## config.mk

```make
export PLATFORM = sky130hd
export DESIGN_NAME = posit_add_arbiter
export DESIGN_NICKNAME = d
export VERILOG_FILES = /design/src/rtl/posit_add_arbiter.sv
export SDC_FILE = /design/constraint.sdc
export NUM_CORES = 1
export LEC_CHECK = 0
export BUFFER_PORTS_ARGS = -buffer_cell sky130_fd_sc_hd__buf_2
export CAP_MARGIN = 5
export CORE_UTILIZATION = 58
export DETAILED_ROUTE_END_ITERATION = 16
export PLACE_DENSITY_LB_ADDON = 0.1
export SYNTH_ARGS = -nofsm -noshare
export SYNTH_HDL_FRONTEND = slang
export SYNTH_SLANG_ARGS = --single-unit
```

## constraint.sdc

```tcl
create_clock -name aclk -period 3.8 [get_ports aclk]
set_input_delay 0.38 -clock aclk [delete_from_list [all_inputs] [get_ports aclk]]
set_output_delay 0.38 -clock aclk [all_outputs]
set_load 0.02 [all_outputs]
```

## src/rtl/posit_add_arbiter.sv

```systemverilog
// Round-robin front end for one shared, fixed-latency, non-stallable posit adder.
// Requester IDs ride a shadow tag line beside the adder; results queue in a credit-protected FIFO.
module posit_add_arbiter #(
  parameter int N          = 8,
  parameter int NREQ       = 4,
  parameter int LAT        = 8,
  parameter int FIFO_DEPTH = 16,
  parameter int IDW        = $clog2(NREQ)
) (
  input  logic                aclk,
  input  logic                aresetn,
  input  logic [NREQ-1:0]     req_valid,
  output logic [NREQ-1:0]     req_ready,
  input  logic [NREQ*N-1:0]   req_a,
  input  logic [NREQ*N-1:0]   req_b,
  output logic                add_start,
  output logic [N-1:0]        add_in1,
  output logic [N-1:0]        add_in2,
  input  logic [N-1:0]        add_result,
  input  logic                add_inf,
  input  logic                add_zero,
  input  logic                add_done,
  output logic                res_valid,
  input  logic                res_ready,
  output logic [N-1:0]        res_data,
  output logic                res_inf,
  output logic                res_zero,
  output logic [IDW-1:0]      res_id,
  output logic                busy,
  output logic                err_seq
);

  localparam int CW = $clog2(FIFO_DEPTH + 1);
  localparam int PW = $clog2(FIFO_DEPTH);
  localparam int MW = $clog2(LAT + 1);
  localparam logic [CW:0] DEPTH_L = (CW + 1)'(FIFO_DEPTH);

  typedef struct packed {
    logic [N-1:0]   data;
    logic           inf;
    logic           zero;
    logic [IDW-1:0] id;
  } entry_t;

  logic [IDW-1:0] last_q, grant, issue_id_q;
  logic           grant_vld, credit_ok, hs;
  logic [CW-1:0]  fifo_count_q, inflight_q;
  logic [CW:0]    occupancy;
  logic [PW-1:0]  wr_ptr_q, rd_ptr_q;
  entry_t         mem [FIFO_DEPTH];
  entry_t         head;
  logic [LAT-1:0] tag_v_q;
  logic [IDW-1:0] tag_id_q [LAT];
  logic [MW-1:0]  mask_cnt_q;
  logic           masked, tap_v, push, pop, err_q;

  function automatic logic [PW-1:0] ptr_inc(input logic [PW-1:0] p);
    return (p == PW'(FIFO_DEPTH - 1)) ? '0 : p + PW'(1);
  endfunction

  // Every result slot is reserved at grant time, so a full FIFO can never be pushed.
  assign occupancy = {1'b0, fifo_count_q} + {1'b0, inflight_q};
  assign credit_ok = occupancy < DEPTH_L;
  assign hs        = aresetn && credit_ok && grant_vld;

  // NOTE: every always_comb output gets a default first, so no path can infer a latch.
  always_comb begin
    int idx;
    grant     = '0;
    grant_vld = 1'b0;
    idx       = 0;
    for (int off = 1; off <= NREQ; off++) begin
      idx = int'(last_q) + off;
      if (idx >= NREQ) idx = idx - NREQ;
      if (!grant_vld && req_valid[idx]) begin
        grant     = IDW'(idx);
        grant_vld = 1'b1;
      end
    end
  end

  always_comb begin
    req_ready = '0;
    if (hs) req_ready[grant] = 1'b1;
  end

  // NOTE: sequential state uses non-blocking assignments so all registers update together.
  always_ff @(posedge aclk or negedge aresetn) begin
    if (!aresetn) begin
      add_start  <= 1'b0;
      add_in1    <= '0;
      add_in2    <= '0;
      issue_id_q <= '0;
      last_q     <= IDW'(NREQ - 1);
    end else begin
      add_start <= hs;
      add_in1   <= hs ? req_a[grant*N +: N] : '0;
      add_in2   <= hs ? req_b[grant*N +: N] : '0;
      if (hs) begin
        issue_id_q <= grant;
        last_q     <= grant;
      end
    end
  end

  // The adder has no reset, so its pulses are ignored until one full latency has passed.
  assign masked = mask_cnt_q < MW'(LAT);
  assign tap_v  = tag_v_q[LAT-1];
  assign push   = tap_v && add_done && !masked;
  assign pop    = res_valid && res_ready;

  always_ff @(posedge aclk or negedge aresetn) begin
    if (!aresetn) begin
      tag_v_q    <= '0;
      for (int i = 0; i < LAT; i++) tag_id_q[i] <= '0;
      mask_cnt_q <= '0;
      err_q      <= 1'b0;
      inflight_q <= '0;
    end else begin
      tag_v_q     <= {tag_v_q[LAT-2:0], add_start};
      tag_id_q[0] <= issue_id_q;
      for (int i = 1; i < LAT; i++) tag_id_q[i] <= tag_id_q[i-1];
      if (masked) mask_cnt_q <= mask_cnt_q + MW'(1);
      if (!masked && (tap_v != add_done)) err_q <= 1'b1;
      // A tap retires its credit whether or not the adder answered.
      unique case ({hs, tap_v})
        2'b10:   inflight_q <= inflight_q + CW'(1);
        2'b01:   inflight_q <= inflight_q - CW'(1);
        default: ;
      endcase
    end
  end

  always_ff @(posedge aclk or negedge aresetn) begin
    if (!aresetn) begin
      wr_ptr_q     <= '0;
      rd_ptr_q     <= '0;
      fifo_count_q <= '0;
    end else begin
      if (push) wr_ptr_q <= ptr_inc(wr_ptr_q);
      if (pop)  rd_ptr_q <= ptr_inc(rd_ptr_q);
      unique case ({push, pop})
        2'b10:   fifo_count_q <= fifo_count_q + CW'(1);
        2'b01:   fifo_count_q <= fifo_count_q - CW'(1);
        default: ;
      endcase
    end
  end

  // NOTE: storage is not reset; empty slots are never visible because the head is gated by res_valid.
  always_ff @(posedge aclk) begin
    if (push) begin
      mem[wr_ptr_q] <= '{data: add_result, inf: add_inf, zero: add_zero, id: tag_id_q[LAT-1]};
    end
  end

  assign res_valid = fifo_count_q != '0;
  assign head      = res_valid ? mem[rd_ptr_q] : '0;
  assign res_data  = head.data;
  assign res_inf   = head.inf;
  assign res_zero  = head.zero;
  assign res_id    = head.id;
  assign busy      = (inflight_q != '0) || res_valid;
  assign err_seq   = err_q;

endmodule

```

==> results of run 1 <==
==> registers in the layout, indices dropped and copies added, names as in the netlist, 5 cells and up <==
register,count
add_in2,8
tag_id_q,16
mem,192
inflight_q,5
tag_v_q,8
add_in1,8
fifo_count_q,5
==> through the flow <==
step                      cells  total power [uW]  setup WS [ns]  hold WS [ns]  utilization [%]
after global routing        939              9350          0.610         0.156             69.2
final                       939              8940          0.803        0.0884             69.2
after detailed placement    891              6550          0.889         0.337             64.5
after floorplan             573              5820           1.06        0.0844                -
after CTS                   939              9010          0.795         0.116             69.2
after global placement      891              6470          0.949         0.332             64.5
==> cell usage after synthesis, types with 2 or more instances <==
master                     count
sky130_fd_sc_hd__edfxtp_1    192
sky130_fd_sc_hd__dfrtp_1      66
sky130_fd_sc_hd__mux2i_1      57
sky130_fd_sc_hd__mux4_2       48
sky130_fd_sc_hd__o22ai_1      28
sky130_fd_sc_hd__ha_1         18
sky130_fd_sc_hd__and2_1       13
sky130_fd_sc_hd__nand2_1      12
sky130_fd_sc_hd__clkbuf_1     11
sky130_fd_sc_hd__o21ai_0      11
sky130_fd_sc_hd__a21oi_1      10
sky130_fd_sc_hd__nor2_1       10
sky130_fd_sc_hd__buf_2         8
sky130_fd_sc_hd__inv_1         8
sky130_fd_sc_hd__xnor2_1       8
sky130_fd_sc_hd__nand3_1       6
sky130_fd_sc_hd__xor2_1        6
sky130_fd_sc_hd__and3_1        5
sky130_fd_sc_hd__buf_4         4
sky130_fd_sc_hd__a21o_1        3
sky130_fd_sc_hd__mux2_2        3
sky130_fd_sc_hd__nand2_2       3
sky130_fd_sc_hd__nand2b_1      3
sky130_fd_sc_hd__nand4_1       3
sky130_fd_sc_hd__nor3_1        3
sky130_fd_sc_hd__nor3b_1       3
sky130_fd_sc_hd__a31oi_1       2
sky130_fd_sc_hd__buf_6         2
sky130_fd_sc_hd__buf_8         2
sky130_fd_sc_hd__dfstp_2       2
sky130_fd_sc_hd__mux2_1        2
sky130_fd_sc_hd__nor2b_1       2
sky130_fd_sc_hd__o21a_1        2
==> power by group through the flow <==
stage | Combinational, uW | Clock [uW] | Sequential [uW]
after floorplan | 2080 | 0 | 3740
after global placement | 2620 | 0 | 3850
after detailed placement | 2680 | 0 | 3870
after CTS | 2700 | 2490 | 3820
after global routing | 2880 | 2600 | 3870
final | 2670 | 2450 | 3820
==> logic make-up after synthesis <==
group                    synth area share (%)
adder cells (fa/ha/maj)                  2.33
XOR/XNOR                                 1.16
multiplexers                             16.2
buffers and inverters                    1.87
AO/OA/AOI/OAI                            3.99
AND/OR/NAND/NOR                          3.64
flip-flops                               70.8
==> cell type report <==
class	instances	share of cell area [%]
Clock buffer	29	5.63
Multi-Input combinational cell	277	23.7
Clock inverter	19	1.19
Inverter	8	0.247
Timing Repair Buffer	121	5.28
Tap cell	225	2.32
Sequential cell	260	61.6
==> path summary, 6_finish.rpt <==
kind                            cells after the start             to
worst min-delay path                                2     tag_v_q[0]
max in group asynchronous                           2    rd_ptr_q[0]
min in group aclk                                   3     add_in2[4]
worst max register to register                     12  inflight_q[2]
worst max-delay path                                7   req_ready[3]
worst min register to register                      0    tag_id_q[5]
==> worst reg2reg max path: cells and delay by family, from the launching register on <==
kind / cells / cell delay [ns]
DFF: 1 / 0.41
adders and majority gates: 3 / 0.84
buffers and inverters: 1 / 0.09
xor gates and xnor gates: 3 / 0.51
and+or+nand+nor: 3 / 0.66
AOI/OAI and AO/OA: 2 / 0.33
==> metal layers <==
layer	vias up	track usage, %	routed length (um)
li1	2515	-	-
met1	2807	29.4	8230
met2	192	39.1	10600
met3	40	4.04	1330
met4	0	5.98	455
met5	-	0	0
==> results.py, run 1 <==
metrics = {
    "routing": {
        "drtIter0Drc": 328,
        "route.detailed.wl_per_inst_um": 21.9,
        "drt-vias-per-instance": 5.91,
        "detail-route-antenna-nets": 0,
        "drc": 0,
        "wl_um": 20600,
        "firstDrtPassIters": 5,
        "vias": 5554,
    },
    "logic_synthesis": {
        "yosys-top-cells-area": "sky130_fd_sc_hd__edfxtp_1 55%, sky130_fd_sc_hd__dfrtp_1 16%, sky130_fd_sc_hd__mux4_2 10%",
        "synth_area_sq_mm": 0.0105,
        "ys_dominant_reg_cell": "sky130_fd_sc_hd__edfxtp_1",
        "synth_seq_cells": 260,
        "yosys_cell_types": 50,
        "synth_enable_flop_cells": 192,
        "syn_area_per_cell_sq_um": 18.4,
        "yosys.area.top_type": "sky130_fd_sc_hd__edfxtp_1",
        "synthesis.instances": 573,
        "synthesized_netlist_net_count": 674,
        "seq_area_frac_synth_pct": 70.8,
        "count_of_synthesis_stage_warnings_from_yosys": 0,
        "ys_async_sr_fraction_pct": 26.2,
        "synth_top_cell_area_share_pct": 54.7,
    },
    "cts": {
        "cts_hold_buffers": 0,
        "clkSinkCount": 260,
        "cts_buffers": 26,
        "cts_tree": "yes",
        "cts_buffer_depth": 3,
        "post_cts_buffers": 0,
        "clock_insertion_delay_worst_skew_ns": 0.52,
        "root_buffer": "sky130_fd_sc_hd__clkbuf_16",
        "cts.reportedPaths.clkPinSlew_ns": 0.06,
        "cts_resized": 0,
        "ctsHtreeMaxLevel": 1,
    },
    "setup_path": {
        "reg2reg_setup_slack_ns": 0.84,
        "cp-start-kind": "register",
        "end_kind": "primary output",
        "worst_ep_required_time_ns": 3.42,
        "worstPathCellList": "ha_1, nor4b_2, o41ai_2, nor2_4, nand2_2, nor2_1, buf_2",
        "cp_data_arrival_time_ns": 2.62,
        "setup.worst_path.class": "reg2out",
        "critical_path_buf_inv_count": 1,
        "crit_slowest_cell": "sky130_fd_sc_hd__dfrtp_1",
        "cpPeakStageDelay_ns": 0.41,
        "worst_r2r_startpoint": "fifo_count_q[4]",
        "timing.critical_path.fanout_max": 19,
        "path_delay_family": "simple AND/OR/NAND/NOR gates",
        "crit_start": "fifo_count_q[4]",
    },
    "timing": {
        "timing.fmax_ghz": 0.334,
        "tns_ns": 0,
        "period_minus_slack_ns": 3.00,
        "final-max-slew-violation-count": 0,
        "fin_skew_ns": 0.0138,
        "tightestPinTransition_ns": 0.935,
        "maxSlewHeadroom_pct": 37.6,
        "rsz0062_at_grt": "false",
        "post_route_clock_period_utilization_pct": 78.9,
        "hold_viol_final": 0,
        "setup_viol": 0,
    },
    "final_layout": {
        "stdcell_area_sq_mm": 0.0121,
        "fillCellCount": 1168,
        "fin_nets": 795,
        "syn2layout_area_growth_pct": 15.0,
        "layout.cells.most_common_list": "192 x sky130_fd_sc_hd__edfxtp_1, 117 x sky130_fd_sc_hd__buf_2, 63 x sky130_fd_sc_hd__dfrtp_1",
        "layout.cells.most_common": "sky130_fd_sc_hd__edfxtp_1",
        "drive_gt1_share_pct": 31.7,
        "ff_latch_area_sq_mm": 0.00747,
        "antenna-diode-count": 0,
        "multi_input_area_sq_mm": 0.00288,
    },
    "pwr": {
        "switching_share_pct": 31.7,
        "p_leak_uw": 0.00468,
        "comb_power_share_pct": 29.9,
        "power.sequential.fraction_pct": 42.7,
        "max-vdd-ir-drop_v": 0.000564,
        "power_report.internal_total_uw": 6100,
        "switchingPower_uw": 2830,
        "share_clk_of_total_power_pct": 27.4,
        "cellPowerDensity_mw_per_mm2": 736,
    },
    "die": {
        "boundaryPins": 118,
        "design.die.area_sq_mm": 0.0187,
        "placement_rows": 48,
        "die_y_um": 137,
        "initial_core_util_pct": 60.1,
        "core_region_area_sq_mm": 0.0175,
        "die_w_um": 137,
    },
    "placed_design": {
        "placer_congestion": 0.758,
        "numPortBuffers": 117,
        "dp_hpwl_um": 12200,
        "placedInstanceArea_sq_mm": 0.0113,
    },
    "global_routing": {
        "grt_pass1_wl_um": 30600,
        "number_of_antenna_violations_at_the_first_check_in_global_routing": 0,
        "groute.usage.overall_pct": 22.5,
        "grt-ovfl-total": 0,
        "grt_max_degree": 69,
        "grt_pass1_vias": 5606,
    },
    "flow_run": {
        "max_cap_viol_count": 0,
    },
    "run_status": {
        "run_status": "completed",
    },
    "hold_path": {
        "hold_class": "in2async",
    },
}
(Power assumes the default switching activity.)
==> run 2, diff against run 1 <==
CORE_UTILIZATION = 53   (was 58)
clock period = 2.4 ns   (was 3.8 ns; I/O delays follow)
==> run 2 against run 1 <==
Largest power group unchanged. Wire length up 9.0%. Sequential power up 53%. Sequential cell count is the same. Clock power increased by 69%. The flow now finishes with violations (setup timing). Highest routed layer unchanged. Via count rose by 7.1%.
==> results.py, run 2 (synthesized netlist as in run 1, its figures left out) <==
metrics = {
    "run_status": {
        "run_status": "finished, violations left",
        "violations": "setup timing",
    },
    "die": {
        "die_w_um": 143,
        "boundaryPins": 118,
        "design.die.area_sq_mm": 0.0205,
        "core_region_area_sq_mm": 0.0195,
        "die_y_um": 143,
        "initial_core_util_pct": 54.2,
        "placement_rows": 51,
    },
    "placed_design": {
        "dp_cells": 977,
        "dp_worst_setup_slack_ns": -0.0830,
        "dp_hpwl_um": 13200,
        "numPortBuffers": 117,
        "placer_congestion": 0.773,
    },
    "routing": {
        "route.detailed.wl_per_inst_um": 21.5,
        "detail-route-antenna-nets": 0,
        "wl_um": 22400,
        "vias": 5947,
        "drtIter0Drc": 405,
        "drc": 0,
        "drt-vias-per-instance": 5.70,
        "firstDrtPassIters": 4,
    },
    "setup_path": {
        "reg2reg_setup_slack_ns": -0.04,
        "end_kind": "primary output",
        "setup.worst_path.class": "reg2out",
        "timing.critical_path.fanout_max": 5,
        "cp_data_arrival_time_ns": 2.22,
        "crit_slowest_cell": "sky130_fd_sc_hd__dfrtp_1",
        "worst_r2r_startpoint": "inflight_q[4]",
        "worstPathCellList": "ha_1, nor4b_2, o41ai_2, nor2_4, buf_8, nand2_8, nor2_4, buf_6",
        "r2r-end": "inflight_q[2]",
        "worst_ep_required_time_ns": 2.16,
        "critical-path-top-cell-by-count": "sky130_fd_sc_hd__nor2_4",
        "cpPeakStageDelay_ns": 0.38,
        "cp-start-kind": "register",
        "worst-r2r-cell-count": 12,
    },
    "cts": {
        "cts_tree": "yes",
        "cts_buffer_depth": 3,
        "cts.reportedPaths.clkPinSlew_ns": 0.06,
        "cts_buffers": 27,
        "ctsHtreeMaxLevel": 1,
        "clock_insertion_delay_worst_skew_ns": 0.52,
        "root_buffer": "sky130_fd_sc_hd__clkbuf_16",
        "clkSinkCount": 260,
    },
    "final_layout": {
        "finish.cell_count_without_fillers": 1043,
        "layout.cells.most_common_list": "192 x sky130_fd_sc_hd__edfxtp_1, 106 x sky130_fd_sc_hd__buf_2, 64 x sky130_fd_sc_hd__dfrtp_1",
        "antenna-diode-count": 0,
        "layout.cells.most_common": "sky130_fd_sc_hd__edfxtp_1",
        "largestRegisters": "mem x192, tag_id_q x16",
        "fin_nets": 859,
        "max_flop_register": "mem",
        "drive_gt1_share_pct": 41.3,
        "fillCellCount": 1302,
        "largest_register_ffs": 192,
        "syn2layout_area_growth_pct": 24.2,
    },
    "timing": {
        "final-max-slew-violation-count": 0,
        "rsz0062_at_grt": "true",
        "post_route_clock_period_utilization_pct": 102,
        "period_minus_slack_ns": 2.46,
        "maxSlewHeadroom_pct": 44.4,
        "tightestPinTransition_ns": 0.833,
        "fin_skew_ns": 0.0152,
        "hold_viol_final": 0,
        "setup_viol": 16,
        "timing.fmax_ghz": 0.407,
        "final_critical_path_setup_slack_ns": -0.0563,
    },
    "pwr": {
        "p_leak_uw": 0.00510,
        "max-vdd-ir-drop_v": 0.000750,
        "cellPowerDensity_mw_per_mm2": 1200,
    },
    "flow_run": {
        "max_cap_viol_count": 0,
    },
    "hold_path": {
        "hold_class": "in2reg",
        "min_delay_path_depth": 3,
        "hold_path_end": "add_in2[0]",
        "min-delay-start": "req_b[0]",
    },
    "global_routing": {
        "groute.usage.overall_pct": 22.3,
        "grt_pass1_vias": 6003,
        "grt_pass1_wl_um": 33400,
        "number_of_antenna_violations_at_the_first_check_in_global_routing": 0,
        "grt-ovfl-total": 0,
        "grt_max_degree": 69,
    },
}
## run 2: cell count changes in the layout (fill, tap and decap cells not counted), moves of 4 or more
cell                     change
sky130_fd_sc_hd__buf_4      +54
sky130_fd_sc_hd__buf_6      +12
sky130_fd_sc_hd__buf_2      -11
sky130_fd_sc_hd__ha_1        -5
sky130_fd_sc_hd__ha_4        +4
sky130_fd_sc_hd__nor2_1      -4
sky130_fd_sc_hd__nor2_4      +4
## run 2: worst max path at each step
stage,from,to,slack (ns),depth (start not counted)
after floorplan,inflight_q[4],inflight_q[2],-0.11,13
after global placement,inflight_q[4],inflight_q[4],0.02,11
after detailed placement,fifo_count_q[4],fifo_count_q[4],-0.08,12
after CTS,rd_ptr_q[0],res_data[4],-0.08,6
after global routing,inflight_q[4],req_ready[2],-0.15,8
final,inflight_q[4],req_ready[2],-0.06,8
## run 2: cell type report
class                      count  area, sq um  area share, %
clock buffer                  32          694           5.30
clock inverter                17          188           1.43
inverter                       8         30.0          0.229
multi-input combinational    277         3090           23.6
sequential                   260         7470           57.0
tap                          265          332           2.53
timing repair buffer         184         1290           9.86
## run 2: what timing repair did
item,CTS,global route
endpoints found under the setup margin,19,21
gates cloned,2,1
hold buffers,1,0
hold endpoints to repair,66,0
buffers inserted,9,4
resized for setup,37,32
pin swaps,11,13
## run 2: power breakdown
group,total [uW],switching (uW),internal [uW]
sequential,5830,390,5440
clock,4130,1630,2490
combinational,5770,2920,2850
total,15700,4950,10800
## run 2: worst max-delay path: cells and delay by family, from the launching register on
family / cells / cell delay (ns)
AO/OA/AOI/OAI: 1 / 0.16
AND/OR/NAND/NOR: 4 / 0.58
flip-flops: 1 / 0.38
buffers and inverters: 2 / 0.28
adder cells (fa/ha/maj): 1 / 0.30
## run 2: through the flow
| stage | hold slack [ns] | setup TNS, ns | instance area, sq um | total power [uW] | utilization, % |
|---|---|---|---|---|---|
| 5_1_grt | 0.00858 | -2.34 | 13100 | 16500 | 67.3 |
| 4_1_cts | 0.00388 | -0.786 | 12900 | 15400 | 66.3 |
| 3_3_place_gp | 0.335 | 0 | 11800 | 10700 | 60.4 |
| 6_report | 0.0169 | -0.604 | 13100 | 15700 | 67.3 |
| 3_5_place_dp | 0.337 | -0.160 | 11800 | 10800 | 60.4 |
| 2_1_floorplan | -0.0556 | -0.251 | 10600 | 9260 | - |
## run 2: metal layers
layer / part of all wire (%) / global-route usage [%] / up-vias / wire, um
met5: 0 / 0 / - / 0
met2: 51 / 37.4 / 187 / 11500
met4: 1.5 / 5.21 / 0 / 334
met1: 42 / 30.8 / 3082 / 9360
li1: - / - / 2649 / -
met3: 5.7 / 3.42 / 29 / 1280
==> run 3, diff against run 2 <==
REMOVE_ABC_BUFFERS = 1   (was default)
==> run 3 against run 2 <==
The run still ends with setup timing left. Cell area is 2.4% higher. Critical path type is now reg2reg. Maximum frequency is 5.6% lower. Core utilization is 1.6 points higher. Power is 2.7% higher.
==> results.py, run 3 (synthesized netlist as in run 1, its figures left out) <==
metrics = {
    "pwr": {
        "p_leak_uw": 0.00526,
        "power_report.internal_total_uw": 11100,
        "max-vdd-ir-drop_v": 0.000876,
        "switching_share_pct": 31.1,
        "switchingPower_uw": 5020,
        "share_clk_of_total_power_pct": 25.9,
        "cellPowerDensity_mw_per_mm2": 1200,
        "comb_power_share_pct": 37.9,
        "power.sequential.fraction_pct": 36.2,
    },
    "final_layout": {
        "antenna-diode-count": 0,
        "postLayoutCoreUtil_pct": 68.9,
        "fillCellCount": 1302,
        "drive_gt1_share_pct": 43.4,
        "max_flop_register": "mem",
        "layout.cells.most_common_list": "192 x sky130_fd_sc_hd__edfxtp_1, 107 x sky130_fd_sc_hd__buf_2, 65 x sky130_fd_sc_hd__buf_4",
        "syn2layout_area_growth_pct": 27.2,
        "layout.cells.most_common": "sky130_fd_sc_hd__edfxtp_1",
        "largestRegisters": "mem x192, tag_id_q x16",
        "stdcell_area_sq_mm": 0.0134,
        "largest_register_ffs": 192,
        "fin_nets": 878,
    },
    "timing": {
        "post_route_clock_period_utilization_pct": 108,
        "fin_skew_ns": 0.00648,
        "finalHoldWorstSlack_ns": 0.0104,
        "period_minus_slack_ns": 2.60,
        "hold_viol_final": 0,
        "tightestPinTransition_ns": 0.840,
        "setup_viol": 18,
        "final-max-slew-violation-count": 0,
        "timing.fmax_ghz": 0.384,
        "rsz0062_at_grt": "true",
        "maxSlewHeadroom_pct": 44.0,
        "final_critical_path_setup_slack_ns": -0.202,
    },
    "routing": {
        "detail-route-antenna-nets": 0,
        "drt-vias-per-instance": 5.65,
        "drc": 0,
        "wl_um": 22800,
        "firstDrtPassIters": 4,
        "drtIter0Drc": 393,
        "vias": 6005,
        "route.detailed.wl_per_inst_um": 21.5,
    },
    "hold_path": {
        "min-delay-start": "req_b[15]",
        "hold_class": "in2reg",
    },
    "setup_path": {
        "critical_path_buf_inv_count": 1,
        "timing.critical_path.fanout_max": 3,
        "worst-r2r-cell-count": 11,
        "worst_r2r_startpoint": "fifo_count_q[4]",
        "r2r-end": "inflight_q[4]",
        "worstPathCellList": "ha_1, nor4b_2, o41ai_2, nor2_4, inv_2, ha_4, xor2_2, ha_2, o31ai_1, a31oi_1, xnor2_1",
        "crit_start": "fifo_count_q[4]",
        "crit_path_end": "inflight_q[4]",
        "setup.worst_path.class": "reg2reg",
        "cp-start-kind": "register",
        "cp_data_arrival_time_ns": 3.00,
        "cpPeakStageDelay_ns": 0.38,
        "worst-path-stages": 11,
        "reg2reg_setup_slack_ns": -0.20,
        "path_delay_family": "adder cells",
        "end_kind": "register",
        "worst_ep_required_time_ns": 2.80,
        "crit_slowest_cell": "sky130_fd_sc_hd__dfrtp_1",
    },
    "cts": {
        "clkSinkCount": 260,
        "cts_buffer_depth": 3,
        "cts_tree": "yes",
        "clock_insertion_delay_worst_skew_ns": 0.52,
        "root_buffer": "sky130_fd_sc_hd__clkbuf_16",
        "cts.reportedPaths.clkPinSlew_ns": 0.06,
        "cts_buffers": 26,
        "ctsHtreeMaxLevel": 1,
    },
    "die": {
        "die_w_um": 143,
        "design.die.area_sq_mm": 0.0205,
        "placement_rows": 51,
        "boundaryPins": 118,
        "die_y_um": 143,
        "initial_core_util_pct": 54.2,
        "core_region_area_sq_mm": 0.0195,
    },
    "global_routing": {
        "grt_pass1_wl_um": 33300,
        "groute.usage.overall_pct": 21.8,
        "grt.met2_usage_pct": 38.0,
        "busiest_layer": "met2",
        "met3_usage_pct": 2.68,
        "grt.met1_usage_pct": 29.0,
        "number_of_antenna_violations_at_the_first_check_in_global_routing": 0,
        "grt-ovfl-total": 0,
        "grt_pass1_vias": 6141,
        "grt_max_degree": 68,
    },
    "flow_run": {
        "max_cap_viol_count": 0,
    },
    "run_status": {
        "run_status": "finished, violations left",
        "violations": "setup timing",
    },
    "placed_design": {
        "dp_worst_setup_slack_ns": -0.197,
        "numPortBuffers": 117,
        "placer_congestion": 0.773,
        "dp_hpwl_um": 13700,
        "placedInstanceArea_sq_mm": 0.0118,
    },
}
run 3: worst min-delay path by stage:
stage / slack [ns] / cells after the start / endpoint
after floorplan: -0.06 / 0 / add_in1[0]
after global placement: 0.23 / 2 / add_in2[0]
after detailed placement: 0.22 / 2 / add_in2[0]
after CTS: 0.003 / 3 / add_in2[3]
after global routing: 0.02 / 3 / add_in2[0]
final: 0.01 / 3 / add_in2[7]
run 3: routing by layer:
layer / up-vias / wire (um)
met1: 3086 / 9440
met3: 41 / 982
met2: 188 / 11900
met4: 0 / 487
met5: - / 0
li1: 2690 / -
run 3: layout make-up:
class	count	area [sq um]	share of cell area (%)
multi-input combinational	277	3130	23.4
timing repair buffer	204	1550	11.5
clock inverter	16	183	1.36
inverter	8	30.0	0.224
clock buffer	32	714	5.33
sequential	260	7470	55.7
tap	265	332	2.47
run 3: worst min-delay path, delay by kind of cell:
| family | cells | cell delay, ns |
|---|---|---|
| muxes | 1 | 0.06 |
| AOI/OAI and AO/OA | 1 | 0.10 |
| buffers and inverters | 1 | 0.08 |
run 3: power by group through the flow:
stage	Clock (uW)	Combinational, uW	Sequential (uW)
final	4180	6130	5850
after global routing	4400	6580	5920
after CTS	4240	5160	5870
after detailed placement	0	4830	5970
after global placement	0	4720	5940
after floorplan	0	2780	6300
run 3: through the flow:
stage                     power [uW]  setup TNS [ns]  cells
after floorplan                 9090          -16.55    545
after global placement         10700          -0.427    986
after detailed placement       10800          -0.656    986
after CTS                      15300           -1.22   1042
after global routing           16900           -3.42   1062
final                          16200           -1.90   1062
run 3: timing repair:
action,4_1_cts,5_1_grt
pin swaps,11,23
endpoints found under the setup margin,22,21
gates cloned,1,5
gates resized for setup,33,56
hold endpoints to repair,1,0
buffers inserted,6,20
hold buffers,1,0
